<file path="src/rtl/button_event_if.sv">
// button_event_if
//   Bundle between a debounced button source and the event decoder.
//   master : drives stabilized_button, observes the decoded events
//   slave  : samples stabilized_button, drives the decoded events
//   Signals:
//     stabilized_button  debounced level, 1 = pressed
//     press_pulse        one-cycle pulse on press
//     release_pulse      one-cycle pulse on release
//     long_pulse         one-cycle pulse when the hold reaches the long threshold
//     repeat_pulse       one-cycle pulse per repeat interval after long_pulse
//     held               high while the button is considered held
//     repeat_count       repeat pulses in the current hold, saturating
interface button_event_if #(
  parameter int RPT_W = 8
) ();
  logic             stabilized_button;
  logic             press_pulse;
  logic             release_pulse;
  logic             long_pulse;
  logic             repeat_pulse;
  logic             held;
  logic [RPT_W-1:0] repeat_count;

  modport master (
    output stabilized_button,
    input  press_pulse,
    input  release_pulse,
    input  long_pulse,
    input  repeat_pulse,
    input  held,
    input  repeat_count
  );

  modport slave (
    input  stabilized_button,
    output press_pulse,
    output release_pulse,
    output long_pulse,
    output repeat_pulse,
    output held,
    output repeat_count
  );
endinterface

</file>
<file path="src/rtl/button_event_decoder.sv">
// button_event_decoder
//   Turns the debounced button level into single-cycle press, release,
//   long-press and auto-repeat events for downstream counter/control logic.
//   All outputs are registered; events appear one clk after the sampling edge.
//   Ports:
//     clk    system clock, all logic on posedge
//     reset  synchronous, active-high
//     bus    button_event_if.slave (button level in, events out)
//
//   state   | meaning
//   --------+-----------------------------------------------------------
//   IDLE    | button released, waiting for a rising level
//   PRESSED | button held, counting toward the long-press threshold
//   REPEAT  | long-press reached, emitting a repeat pulse every interval
module button_event_decoder #(
  parameter int LONG_CYCLES   = 50_000_000,
  parameter int REPEAT_CYCLES = 10_000_000,
  parameter int CNT_W         = 26,
  parameter int RPT_W         = 8
) (
  input  logic           clk,
  input  logic           reset,
  button_event_if.slave  bus
);

  typedef enum logic [1:0] {
    IDLE    = 2'd0,
    PRESSED = 2'd1,
    REPEAT  = 2'd2
  } state_t;

  localparam logic [CNT_W-1:0] LONG_LAST   = CNT_W'(LONG_CYCLES - 1);
  localparam logic [CNT_W-1:0] REPEAT_LAST = CNT_W'(REPEAT_CYCLES - 1);

  state_t           state;
  logic             btn_q;
  logic [CNT_W-1:0] cnt;
  logic             press_q;
  logic             release_q;
  logic             long_q;
  logic             repeat_q;
  logic             held_q;
  logic [RPT_W-1:0] repeat_count_q;

  always_ff @(posedge clk) begin
    if (reset) begin
      state          <= IDLE;
      btn_q          <= 1'b0;
      cnt            <= '0;
      press_q        <= 1'b0;
      release_q      <= 1'b0;
      long_q         <= 1'b0;
      repeat_q       <= 1'b0;
      held_q         <= 1'b0;
      repeat_count_q <= '0;
    end else begin
      btn_q     <= bus.stabilized_button;
      // Event outputs are pulses: cleared every cycle unless re-asserted below.
      press_q   <= 1'b0;
      release_q <= 1'b0;
      long_q    <= 1'b0;
      repeat_q  <= 1'b0;

      unique case (state)
        IDLE: begin
          // btn_q low guarantees a genuine rising level, so a button still
          // high after reset yields a fresh press.
          if (bus.stabilized_button && !btn_q) begin
            press_q        <= 1'b1;
            held_q         <= 1'b1;
            cnt            <= '0;
            repeat_count_q <= '0;
            state          <= PRESSED;
          end
        end

        PRESSED: begin
          // Release is tested first so it wins over a coincident long-press.
          if (!bus.stabilized_button) begin
            release_q <= 1'b1;
            held_q    <= 1'b0;
            state     <= IDLE;
          end else if (cnt == LONG_LAST) begin
            long_q <= 1'b1;
            cnt    <= '0;
            state  <= REPEAT;
          end else begin
            cnt <= cnt + 1'b1;
          end
        end

        REPEAT: begin
          if (!bus.stabilized_button) begin
            release_q <= 1'b1;
            held_q    <= 1'b0;
            state     <= IDLE;
          end else if (cnt == REPEAT_LAST) begin
            repeat_q <= 1'b1;
            cnt      <= '0;
            if (repeat_count_q != '1) begin
              repeat_count_q <= repeat_count_q + 1'b1;
            end
          end else begin
            cnt <= cnt + 1'b1;
          end
        end

        default: begin
          state <= IDLE;
        end
      endcase
    end
  end

  assign bus.press_pulse   = press_q;
  assign bus.release_pulse = release_q;
  assign bus.long_pulse    = long_q;
  assign bus.repeat_pulse  = repeat_q;
  assign bus.held          = held_q;
  assign bus.repeat_count  = repeat_count_q;

endmodule

</file>
<file path="src/flat_wrapper.sv">
// flat-port wrapper written by rule: the top's interface ports become plain ports
module button_event_decoder_flat 
#(
  parameter int LONG_CYCLES   = 50_000_000,
  parameter int REPEAT_CYCLES = 10_000_000,
  parameter int CNT_W         = 26,
  parameter int RPT_W         = 8
)
  (clk, reset, bus_stabilized_button, bus_press_pulse, bus_release_pulse, bus_long_pulse, bus_repeat_pulse, bus_held, bus_repeat_count);
  button_event_if #(.RPT_W(RPT_W)) bus_i ();
  input  logic clk;
  input  logic reset;
  input wire logic [$bits(bus_i.stabilized_button)-1:0] bus_stabilized_button;
  output wire logic [$bits(bus_i.press_pulse)-1:0] bus_press_pulse;
  output wire logic [$bits(bus_i.release_pulse)-1:0] bus_release_pulse;
  output wire logic [$bits(bus_i.long_pulse)-1:0] bus_long_pulse;
  output wire logic [$bits(bus_i.repeat_pulse)-1:0] bus_repeat_pulse;
  output wire logic [$bits(bus_i.held)-1:0] bus_held;
  output wire logic [$bits(bus_i.repeat_count)-1:0] bus_repeat_count;
  assign bus_i.stabilized_button = bus_stabilized_button;
  assign bus_press_pulse = bus_i.press_pulse;
  assign bus_release_pulse = bus_i.release_pulse;
  assign bus_long_pulse = bus_i.long_pulse;
  assign bus_repeat_pulse = bus_i.repeat_pulse;
  assign bus_held = bus_i.held;
  assign bus_repeat_count = bus_i.repeat_count;
  button_event_decoder #(.LONG_CYCLES(LONG_CYCLES), .REPEAT_CYCLES(REPEAT_CYCLES), .CNT_W(CNT_W), .RPT_W(RPT_W)) u_core (.clk(clk), .reset(reset), .bus(bus_i));
endmodule
</file>
<file path="config.mk">
export PLATFORM = sky130hd
export DESIGN_NAME = button_event_decoder_flat
export DESIGN_NICKNAME = d
export VERILOG_FILES = /design/src/rtl/button_event_if.sv /design/src/rtl/button_event_decoder.sv /design/src/flat_wrapper.sv
export SDC_FILE = /design/constraint.sdc
export NUM_CORES = 1
export LEC_CHECK = 0
export CORE_UTILIZATION = 60
export CTS_CLUSTER_DIAMETER = 100
export DETAILED_ROUTE_END_ITERATION = 8
export HOLD_SLACK_MARGIN = 0.05
export PLACE_DENSITY_LB_ADDON = 0.3
export SYNTH_ARGS = -nofsm -noshare
export SYNTH_HDL_FRONTEND = slang
export SYNTH_SLANG_ARGS = --single-unit
</file>
<file path="constraint.sdc">
create_clock -name clk -period 3.6 [get_ports clk]
set_input_delay 0.72 -clock clk [delete_from_list [all_inputs] [get_ports clk]]
set_output_delay 0.72 -clock clk [all_outputs]
set_load 0.01 [all_outputs]
</file>
==> summary.md, run 1 <==
| Metric | Value |
|---|---|
| Worst Skew | 19.4 ps |
| # fillers | 303 |
| Final Critical Period | approximately 2600 ps |
| Delay-heaviest family, CP | compound AO/OA/AOI/OAI gates |
| DR DRC count | 0 |
| Req. time, crit path | 3830 ps |
| Leak | 0.779 nW |
| Syn Area/Cell | 8.77 sq um |
| M1 GR Usage | 29.8% |
| PwrDens | 453 nW/um^2 |
| Met2 usage | 39.3% |
| Fmax | roughly 0.39 GHz |
| Final ANT Viol Nets | 0 |
| Synth area leader | dfxtp_1 |
| Antenna diodes | 0 |
| Sequential share of power | about half |
| Max Root-Sink Buffers | 2 |
| H-tree depth | 2 |
| Final std cells w/o fill | just over 300 |
| Vias in the first global route | 1693 |
| Warnings, synthesis | 0 |
| Syn nets | 260 |
| HP Start | u_core.bus.held$_SDFFE_PP0P_ |
| R2r startpoint | u_core.state[0]$_SDFFE_PP0P_ |
| RSZ-0062 raised after global routing | false |
| DRT iter0 DRCs | 107 |
| Critical Path Max Stage Delay | 590 ps |
| Total negative setup slack | 0 ps |
| Busiest grt layer | met2 |
| Endpoints failing setup | 0 |
| Sequential element share of the synthesized area | 38.4% |
| Worst-margin pin slew | 575 ps |
| HPWL after detailed placement | 3.13 mm |
| Worst Path Class, Setup | reg -> reg |
| Yosys cell types | 54 |
| Worst skew pair latency | 360 ps |
| Power share of the clock group | 19.9% |
| Final slew viol count | 0 |
| CP startpoint kind | flip-flop |
| Synth top area cells | dfxtp_1, xor2_1, nor2_1 |
| DP Cell Count | approximately 300 |
| Hold Buf Count CTS | 0 |
| Slowest CP cell | o221a_2 |
| Reg clk slew, reported paths | about 130 ps |
| Post-synth top cells | dfxtp_1, nor2_1, nand2_1, nand3_1, xor2_1 |
| CTS Buf Count | 5 |
| Worst reg2reg setup slack | 1020 ps |
| Die area | 3900 sq um |
| Core Region | approximately 3400 sq um |
| Synth Register Bits | 42 |
| Worst Setup SP | u_core.state[0]$_SDFFE_PP0P_ |
| GPL Wtd Cong | 0.865 |
| # Post-CTS Setup Buffers | 0 |
| Critical path cell sequence | inv_1 > ha_1 > or3_1 > a21oi_2 > o221a_2 > nor2_1 |
| Die W | 62.4 um |
| Row count | 21 |
| Layout Nets | 274 |
| WL/cell | 14.1 um |
| CTS tree | built |
| Logic pwr share | about a third |
| CTS resizes | 0 |
| Crit end category | flip-flop |
| Synthesized cell area | approximately 2200 sq um |
| Syn Inst Count | 250 |
| Max Cap Violations | 0 |
| # IOs | 16 |
| First-pass GRT wire length | 7.46 mm |
| P_sw | 0.000401 W |
| Initial antenna violation count | 0 |
| Grt total ovfl | 0 |
| Most frequent cell after synthesis | dfxtp_1 |
| Final hold viol count | 0 |
| Largest net degree at the start of global routing | 27 |
| Post-synthesis async set-or-reset flop share | 0% |
| Int Pwr | just under 0.0007 W |
| Area grow syn2layout | 8.96% |
| Crit path buf inv count | 1 |
| PortBufs | 15 |
| Met3 usage | under 10% |
| Number of flops mapped to enable cells by yosys | 0 |
| Via count | roughly 1.8k |
| Drt pass-1 iters | 4 |
| Critical path peak fanout | 26 |
| Initial Utilization | 64.2% |
| TritonCTS Sinks | 42 |
| Die H | about 62 um |
| Top-area cell type share of the netlist area | 38.4% |
| Min-delay worst type | reg -> reg |
| Worst slew margin | 61.7% |
| Synth Flop Type | dfxtp_1 |
| Worst VDD drop | roughly 290 uV |
| Gr usage total | 24.3% |
| Switching part of the total | 37.1% |
| Routed vias/inst | 5.88 |
| Period utilization | 71.7% |
| Root Driver | clkbuf_4 |
| Layout cells sized above 1 | 7.95% |
| DRT Wirelength | 4.38 mm |
| Status | finished clean |
| Critical Path AT | around 2800 ps |
==> worst register-to-register path: stages, from the launching register on <==
cell and delay (ps):
dfxtp_1 400, inv_1 90, ha_1 330, or3_1 550, a21oi_2 380, o221a_2 590
nor2_1 110
==> path summary, 6_finish.rpt <==
kind	end	cells after the start
max	u_core.cnt[11]$_SDFFE_PP0P_	6
min	u_core.bus.held$_SDFFE_PP0P_	2
max reg2reg	u_core.cnt[11]$_SDFFE_PP0P_	6
min reg2reg	u_core.bus.held$_SDFFE_PP0P_	2
==> stage by stage <==
stage / hold WS (ps) / utilization (%) / cell area [sq um] / setup slack (ps) / total power (W)
after floorplan: 488 / - / 2190 / 1400 / 0.000825
after global placement: 461 / 68.5 / 2340 / 786 / 0.000866
after detailed placement: 468 / 68.5 / 2340 / 739 / 0.000872
after CTS: 486 / 69.9 / 2390 / 1000 / 0.00109
after global routing: 532 / 69.9 / 2390 / 804 / 0.00116
final: 491 / 69.9 / 2390 / 1020 / 0.00108
==> sequential cells by signal, indices dropped and copies added, names as in the netlist <==
| register | count |
|---|---|
| u_core.cnt | 26 |
| u_core.bus.repeat_count | 8 |
| u_core.state | 2 |
| u_core.btn_q | 1 |
| u_core.bus.held | 1 |
| u_core.bus.long_pulse | 1 |
| u_core.bus.press_pulse | 1 |
| u_core.bus.release_pulse | 1 |
| u_core.bus.repeat_pulse | 1 |
==> cell type report <==
type                            instances  area [sq um]  area share [%]
Inverter                                8          30.0            1.26
Multi-Input combinational cell        191          1250            52.5
Tap cell                               46          57.6            2.41
Clock inverter                          2          10.0           0.419
Sequential cell                        42           841            35.2
Clock buffer                            5          37.5            1.57
Timing Repair Buffer                   16           158            6.60
==> layout by cell type, fill, tap and decap left out, types with 3 or more instances in the layout <==
| cell | Yosys | layout |
|---|---|---|
| ha_1 | 7 | 7 |
| xnor2_1 | 7 | 7 |
| clkbuf_4 | 0 | 5 |
| and4_1 | 3 | 3 |
| nand4_1 | 14 | 14 |
| clkdlybuf4s50_1 | 0 | 15 |
| and3_1 | 4 | 4 |
| a21oi_1 | 6 | 6 |
| inv_1 | 8 | 8 |
| nor4_1 | 3 | 3 |
| or3_1 | 5 | 5 |
| nand2_1 | 21 | 21 |
| nor3_1 | 6 | 6 |
| dfxtp_1 | 42 | 42 |
| xor2_1 | 18 | 18 |
| o211ai_1 | 3 | 3 |
| nand3_1 | 20 | 20 |
| nor2_1 | 36 | 36 |
==> metal layers <==
metal,wire length (um),vias to the layer above,part of all wire [%]
met5,0,-,0
met4,103,0,2.3
met3,131,11,3.0
met2,2080,35,47
met1,2070,853,47
li1,-,924,-
==> cells by family (layout without fill, tap and decap cells) <==
group                      Yosys count  after routing  share of synthesized area (%)
and+or+nand+nor                    127            127                           30.4
buffers and inverters               17             31                           4.39
adders and majority gates            7              7                           4.00
AOI/OAI and AO/OA                   30             30                           11.9
muxes                                2              2                          0.970
xor gates and xnor gates            25             25                           9.99
DFF                                 42             42                           38.4
==> power by group through the flow <==
stage               Clock, W  Combinational (W)  Sequential (W)
floorplan                  0           0.000294        0.000531
global placement           0           0.000335        0.000531
detailed placement         0           0.000340        0.000533
CTS                 0.000224           0.000342        0.000522
global route        0.000246           0.000382        0.000527
finish              0.000215           0.000343        0.000523
Power figures use the tool's default switching activity.
==> run 2: changes to the inputs <==
CORE_UTILIZATION = 52   (was 60)
clock period = 2.08 ns   (was 3.6 ns; I/O delays follow)
==> summary.md, run 2 (synthesis gave the netlist of run 1 again) <==
| Metric | Value |
|---|---|
| Layout Nets | 309 (was 274) |
| TritonCTS Sinks | 42 (unchanged) |
| Via count | 1965 (was 1823) |
| Core Region | 4030 sq um (was 3420 sq um) |
| Root Driver | clkbuf_8 (was clkbuf_4) |
| HP Start | u_core.bus.held$_SDFFE_PP0P_ (unchanged) |
| CTS tree | built (unchanged) |
| First-pass GRT wire length | 8.16 mm (was 7.46 mm) |
| Endpoints failing setup | 0 (unchanged) |
| R2r startpoint | u_core.cnt[15]$_SDFFE_PP0P_ (was u_core.state[0]$_SDFFE_PP0P_) |
| Antenna diodes | 0 (unchanged) |
| Register area | 848 sq um (was 841 sq um) |
| FF-to-FF path depth | 6 (unchanged) |
| PortBufs | 15 (unchanged) |
| Worst skew pair latency | 310 ps (was 360 ps) |
| Total negative setup slack | 0 ps (unchanged) |
| CP startpoint kind | flip-flop (unchanged) |
| Grt total ovfl | 0 (unchanged) |
| Worst Skew | 13.6 ps (was 19.4 ps) |
| Fmax | 0.490 GHz (was 0.388 GHz) |
| Initial Utilization | 54.4% (was 64.2%) |
| PwrDens | 869 nW/um^2 (was 453 nW/um^2) |
| Vias in the first global route | 1752 (was 1693) |
| CTS Buf Count | 5 (unchanged) |
| Die W | 66.9 um (was 62.4 um) |
| Status | finished clean (unchanged) |
| # IOs | 16 (unchanged) |
| DRT Wirelength | 5.19 mm (was 4.38 mm) |
| Min-delay worst type | reg -> reg (unchanged) |
| Worst Path Class, Setup | reg -> reg (unchanged) |
| Final hold viol count | 0 (unchanged) |
| Row count | 23 (was 21) |
| Die H | 66.9 um (was 62.4 um) |
| Critical Path AT | 2240 ps (was 2810 ps) |
| Gr usage total | 24.8% (was 24.3%) |
| GPL Wtd Cong | 0.828 (was 0.865) |
| Hold Buf Count CTS | 0 (unchanged) |
| Most common cell after layout, fill and taps aside | dfxtp_1 (unchanged) |
| H-tree depth | 2 (unchanged) |
| Hold EP | u_core.bus.held$_SDFFE_PP0P_ (unchanged) |
| RSZ-0062 raised after global routing | true (was false) |
| Reg clk slew, reported paths | 90 ps (was 130 ps) |
| Initial antenna violation count | 0 (unchanged) |
| Max Cap Violations | 0 (unchanged) |
| Critical path peak fanout | 13 (was 26) |
| Final slew viol count | 0 (unchanged) |
| Drt pass-1 iters | 4 (unchanged) |
| Crit end category | flip-flop (unchanged) |
| Worst slew margin | 64.7% (was 61.7%) |
| Most frequent cells in the layout | dfxtp_1, nor2_1, buf_4, nand2_1, nand3_1 (was dfxtp_1, nor2_1, nand2_1, nand3_1, xor2_1) |
| Die area | 4480 sq um (was 3900 sq um) |
| Area grow syn2layout | 29.6% (was 8.96%) |
| Layout cells sized above 1 | 23.3% (was 7.95%) |
| HPWL after detailed placement | 3.72 mm (was 3.13 mm) |
| WL/cell | 14.8 um (was 14.1 um) |
| Worst reg2reg setup slack | 40 ps (was 1020 ps) |
| Largest register FFs | 26 (unchanged) |
| DRT iter0 DRCs | 178 (was 107) |
| Final ANT Viol Nets | 0 (unchanged) |
| Footprint of the multi-input gates | 1340 sq um (was 1250 sq um) |
| DR DRC count | 0 (unchanged) |
| Final Critical Period | 2040 ps (was 2580 ps) |
| Largest Register | u_core.cnt (unchanged) |
| Worst VDD drop | 442 uV (was 286 uV) |
| # fillers | 328 (was 303) |
| Max Root-Sink Buffers | 2 (unchanged) |
| Hold Crit Depth | 2 (unchanged) |
| Req. time, crit path | 2280 ps (was 3830 ps) |
| Routed vias/inst | 5.61 (was 5.88) |
| Period utilization | 98.0% (was 71.7%) |
| Reg-to-Reg End | u_core.cnt[2]$_SDFFE_PP0P_ (was u_core.cnt[11]$_SDFFE_PP0P_) |
| Final design utilization | 70.5% (was 69.9%) |
| Leak | 1.00 nW (was 0.779 nW) |
| Largest net degree at the start of global routing | 27 (unchanged) |
| Worst-margin pin slew | 529 ps (was 575 ps) |
==> run 2: cell count changes in the layout (fill, tap and decap cells not counted), moves of 3 or more <==
cell      delta
buf_4       +31
clkbuf_4     -5
clkbuf_8     +5
dfxtp_1      -4
dfxtp_2      +3
==> run 2: timing repair <==
action / 4_1_cts / 5_1_grt
pin swaps: 0 / 2
cloned: 0 / 1
setup buffers: 0 / 2
setup endpoints to repair: 27 / 24
resized for setup: 2 / 11
==> run 2: how the worst max path moves through the flow <==
stage	from	to	slack, ps	cells after the start
2_1_floorplan	u_core.state[0]$_SDFFE_PP0P_	u_core.cnt[22]$_SDFFE_PP0P_	-20	9
3_5_place_dp	bus_stabilized_button	u_core.bus.repeat_count[6]$_SDFFE_PP0P_	-280	6
5_1_grt	u_core.cnt[15]$_SDFFE_PP0P_	u_core.state[1]$_SDFFE_PP0P_	-20	6
3_3_place_gp	bus_stabilized_button	u_core.bus.repeat_count[4]$_SDFFE_PP0P_	-260	6
4_1_cts	u_core.state[0]$_SDFFE_PP0P_	u_core.bus.repeat_count[4]$_SDFFE_PP0P_	2	7
6_report	u_core.cnt[15]$_SDFFE_PP0P_	u_core.cnt[2]$_SDFFE_PP0P_	40	6
==> run 2: critical path: stages, from the launching register on <==
cell and delay (ps):
dfxtp_1 420, nand4_1 150, or4_1 530, o31ai_2 320, o221a_4 280, clkbuf_16 170, nor2_1 50
==> run 2: per-stage QoR <==
| step | total power (W) | setup WS (ps) | instances | hold slack [ps] | instance area [sq um] |
|---|---|---|---|---|---|
| CTS | 0.00235 | 2.44 | 347 | 484 | 2750 |
| global placement | 0.00179 | -255 | 339 | 457 | 2650 |
| global route | 0.00261 | -21.3 | 350 | 522 | 2840 |
| detailed placement | 0.00180 | -279 | 339 | 473 | 2650 |
| floorplan | 0.00153 | -16.6 | 250 | 488 | 2240 |
| finish | 0.00247 | 40.6 | 350 | 477 | 2840 |
==> run 2: area by class of cell <==
type | instances | area share [%]
clock buffers | 5 | 2.42
clock inverters | 3 | 0.749
inverters | 8 | 1.23
multi-input cells | 191 | 47.1
flip-flops and latches | 42 | 29.9
well taps | 50 | 2.20
repair buffers | 51 | 16.4
==> run 2: routing by layer <==
metal  GRT usage, %  vias to the layer above  part of all wire [%]
met4           9.57                        0                   1.6
met5              0                        -                     0
met2           38.1                       43                    46
li1               -                      999                     -
met1           33.0                      916                    47
met3           6.34                        7                   5.2
==> run 2: power by group <==
group | internal [W] | total [W] | switching (W)
logic | 0.000493 | 0.00102 | 0.000531
clock network | 0.000236 | 0.000538 | 0.000302
registers | 0.000862 | 0.000907 | 0.0000452
==> run 3: changes to the inputs <==
CORE_UTILIZATION = 40   (was 52)
==> summary.md, run 3 (synthesis gave the netlist of run 1 again) <==
| Metric | Value |
|---|---|
| Critical path peak fanout | 8 (was 13) |
| CTS Buf Count | 5 (unchanged) |
| H-tree depth | 2 (unchanged) |
| Busiest grt layer | met2 (unchanged) |
| Die W | 76.0 um (was 66.9 um) |
| Final slew viol count | 0 (unchanged) |
| First-pass GRT wire length | 8.89 mm (was 8.16 mm) |
| Period utilization | 101% (was 98.0%) |
| GPL Wtd Cong | 0.840 (was 0.828) |
| Min-delay worst type | reg -> reg (unchanged) |
| CTS tree | built (unchanged) |
| Layout cells sized above 1 | 26.9% (was 23.3%) |
| Via count | 2023 (was 1965) |
| Most common cell after layout, fill and taps aside | dfxtp_1 (unchanged) |
| Row count | 26 (was 23) |
| Worst skew pair latency | 300 ps (was 310 ps) |
| TritonCTS Sinks | 42 (unchanged) |
| Final hold viol count | 0 (unchanged) |
| HPWL after detailed placement | 3.80 mm (was 3.72 mm) |
| RSZ-0062 raised after global routing | true (unchanged) |
| DRT iter0 DRCs | 162 (was 178) |
| Hold_ws | 469 ps (was 477 ps) |
| Worst VDD drop | 509 uV (was 442 uV) |
| PortBufs | 15 (unchanged) |
| Antenna diodes | 0 (unchanged) |
| Layout Nets | 321 (was 309) |
| Crit end category | flip-flop (unchanged) |
| Largest net degree at the start of global routing | 21 (was 27) |
| Die H | 76.0 um (was 66.9 um) |
| Most frequent cells in the layout | dfxtp_1, buf_4, nor2_1, nand3_1, nand2_1 (was dfxtp_1, nor2_1, buf_4, nand2_1, nand3_1) |
| Gr usage total | 18.9% (was 24.8%) |
| Vias in the first global route | 1991 (was 1752) |
| Critical Path AT | 2290 ps (was 2240 ps) |
| Initial Utilization | 42.1% (was 54.4%) |
| Final std cells w/o fill | 382 (was 350) |
| DR DRC count | 0 (unchanged) |
| Met3 usage | 3.59% (was 6.34%) |
| Failing checks | negative setup slack |
| # IOs | 16 (unchanged) |
| M1 GR Usage | 25.2% (was 33.0%) |
| PwrDens | 847 nW/um^2 (was 869 nW/um^2) |
| Max Cap Violations | 0 (unchanged) |
| Pwr Total | 0.00255 W (was 0.00247 W) |
| Reg clk slew, reported paths | 90 ps (about the same) |
| Final Critical Period | 2100 ps (was 2040 ps) |
| Endpoints failing setup | 1 (was 0) |
| Die area | 5780 sq um (was 4480 sq um) |
| DP Cell Count | 370 (was 339) |
| Met2 usage | 30.3% (was 38.1%) |
| Leak | 1.09 nW (was 1.00 nW) |
| Final ANT Viol Nets | 0 (unchanged) |
| Largest register FFs | 26 (unchanged) |
| Worst Skew | 15.1 ps (was 13.6 ps) |
| Hold Buf Count CTS | 0 (unchanged) |
| Max Root-Sink Buffers | 2 (unchanged) |
| Final WS setup | -17.5 ps (was 40.6 ps) |
| Grt total ovfl | 0 (unchanged) |
| Initial antenna violation count | 0 (unchanged) |
| Req. time, crit path | 2270 ps (was 2280 ps) |
| Worst-margin pin slew | 558 ps (was 529 ps) |
| Root Driver | clkbuf_8 (unchanged) |
| Area grow syn2layout | 37.4% (was 29.6%) |
| Drt pass-1 iters | 4 (unchanged) |
| CP startpoint kind | flip-flop (unchanged) |
| Worst slew margin | 62.8% (was 64.7%) |
| Core Region | 5200 sq um (was 4030 sq um) |
| Fmax | 0.477 GHz (was 0.490 GHz) |
| Routed vias/inst | 5.30 (was 5.61) |
| Largest Register | u_core.cnt (unchanged) |
| WL/cell | 13.9 um (was 14.8 um) |
| Status | finished with violations (was finished clean) |
| Worst Path Class, Setup | reg -> reg (unchanged) |
| DRT Wirelength | 5.29 mm (was 5.19 mm) |
-- run 3: cell count changes in the layout (fill, tap and decap cells not counted), moves of 3 or more --
| cell | previous run | this run |
|---|---|---|
| buf_4 | 32 | 39 |
| buf_6 | 1 | 6 |
| dfxtp_2 | 3 | 0 |
| nand2_1 | 21 | 18 |
-- run 3: worst max-delay path: stages, from the launching register on --
cell and delay [ps]:
dfxtp_4 380, inv_4 50, ha_4 160, or3_4 400, buf_8 150, a211oi_4 280, buf_6 170, nand4b_1 150
xor2_1 190, nor2_1 60
-- run 3: repair_timing --
| item | 4_1_cts | 5_1_grt |
|---|---|---|
| endpoints found under the setup margin | 5 | 32 |
| gates resized for setup | 2 | 27 |
| setup buffers | 0 | 4 |
| pin swaps | 1 | 11 |
-- run 3: worst paths after layout --
check | from | end | cells past startpoint | slack, ps
max reg2reg | u_core.state[0]$_SDFFE_PP0P_ | u_core.cnt[23]$_SDFFE_PP0P_ | 9 | -20
max | u_core.state[0]$_SDFFE_PP0P_ | u_core.cnt[23]$_SDFFE_PP0P_ | 9 | -20
min | u_core.bus.held$_SDFFE_PP0P_ | u_core.bus.held$_SDFFE_PP0P_ | 2 | 470
min reg2reg | u_core.bus.held$_SDFFE_PP0P_ | u_core.bus.held$_SDFFE_PP0P_ | 2 | 470
-- run 3: cell type report --
cell class | count | area, sq um
Fill cell | 456 | 2190
Multi-Input combinational cell | 191 | 1390
Sequential cell | 42 | 848
Timing Repair Buffer | 63 | 566
Tap cell | 70 | 87.6
Clock buffer | 7 | 86.3
Inverter | 8 | 35.0
Clock inverter | 1 | 5.00
-- run 3: through the flow --
step / TNS [ps] / utilization [%] / setup WS (ps) / cell area, sq um
5_1_grt: -486 / 57.9 / -76.4 / 3010
6_report: -17.5 / 57.9 / -17.5 / 3010
4_1_cts: 0 / 54.6 / 2.21 / 2840
2_1_floorplan: -16.6 / - / -16.6 / 2240
3_5_place_dp: -3270 / 52.8 / -237 / 2750
3_3_place_gp: -3240 / 52.8 / -212 / 2750
-- run 3: routing by layer --
metal	up-vias	routed length, um
li1	1019	-
met1	972	2640
met2	23	2450
met3	9	117
met4	0	83
met5	-	0
-- run 3: power breakdown --
group          switching, W  internal (W)
logic              0.000536      0.000556
registers         0.0000444      0.000866
clock network      0.000283      0.000268
total              0.000863       0.00169
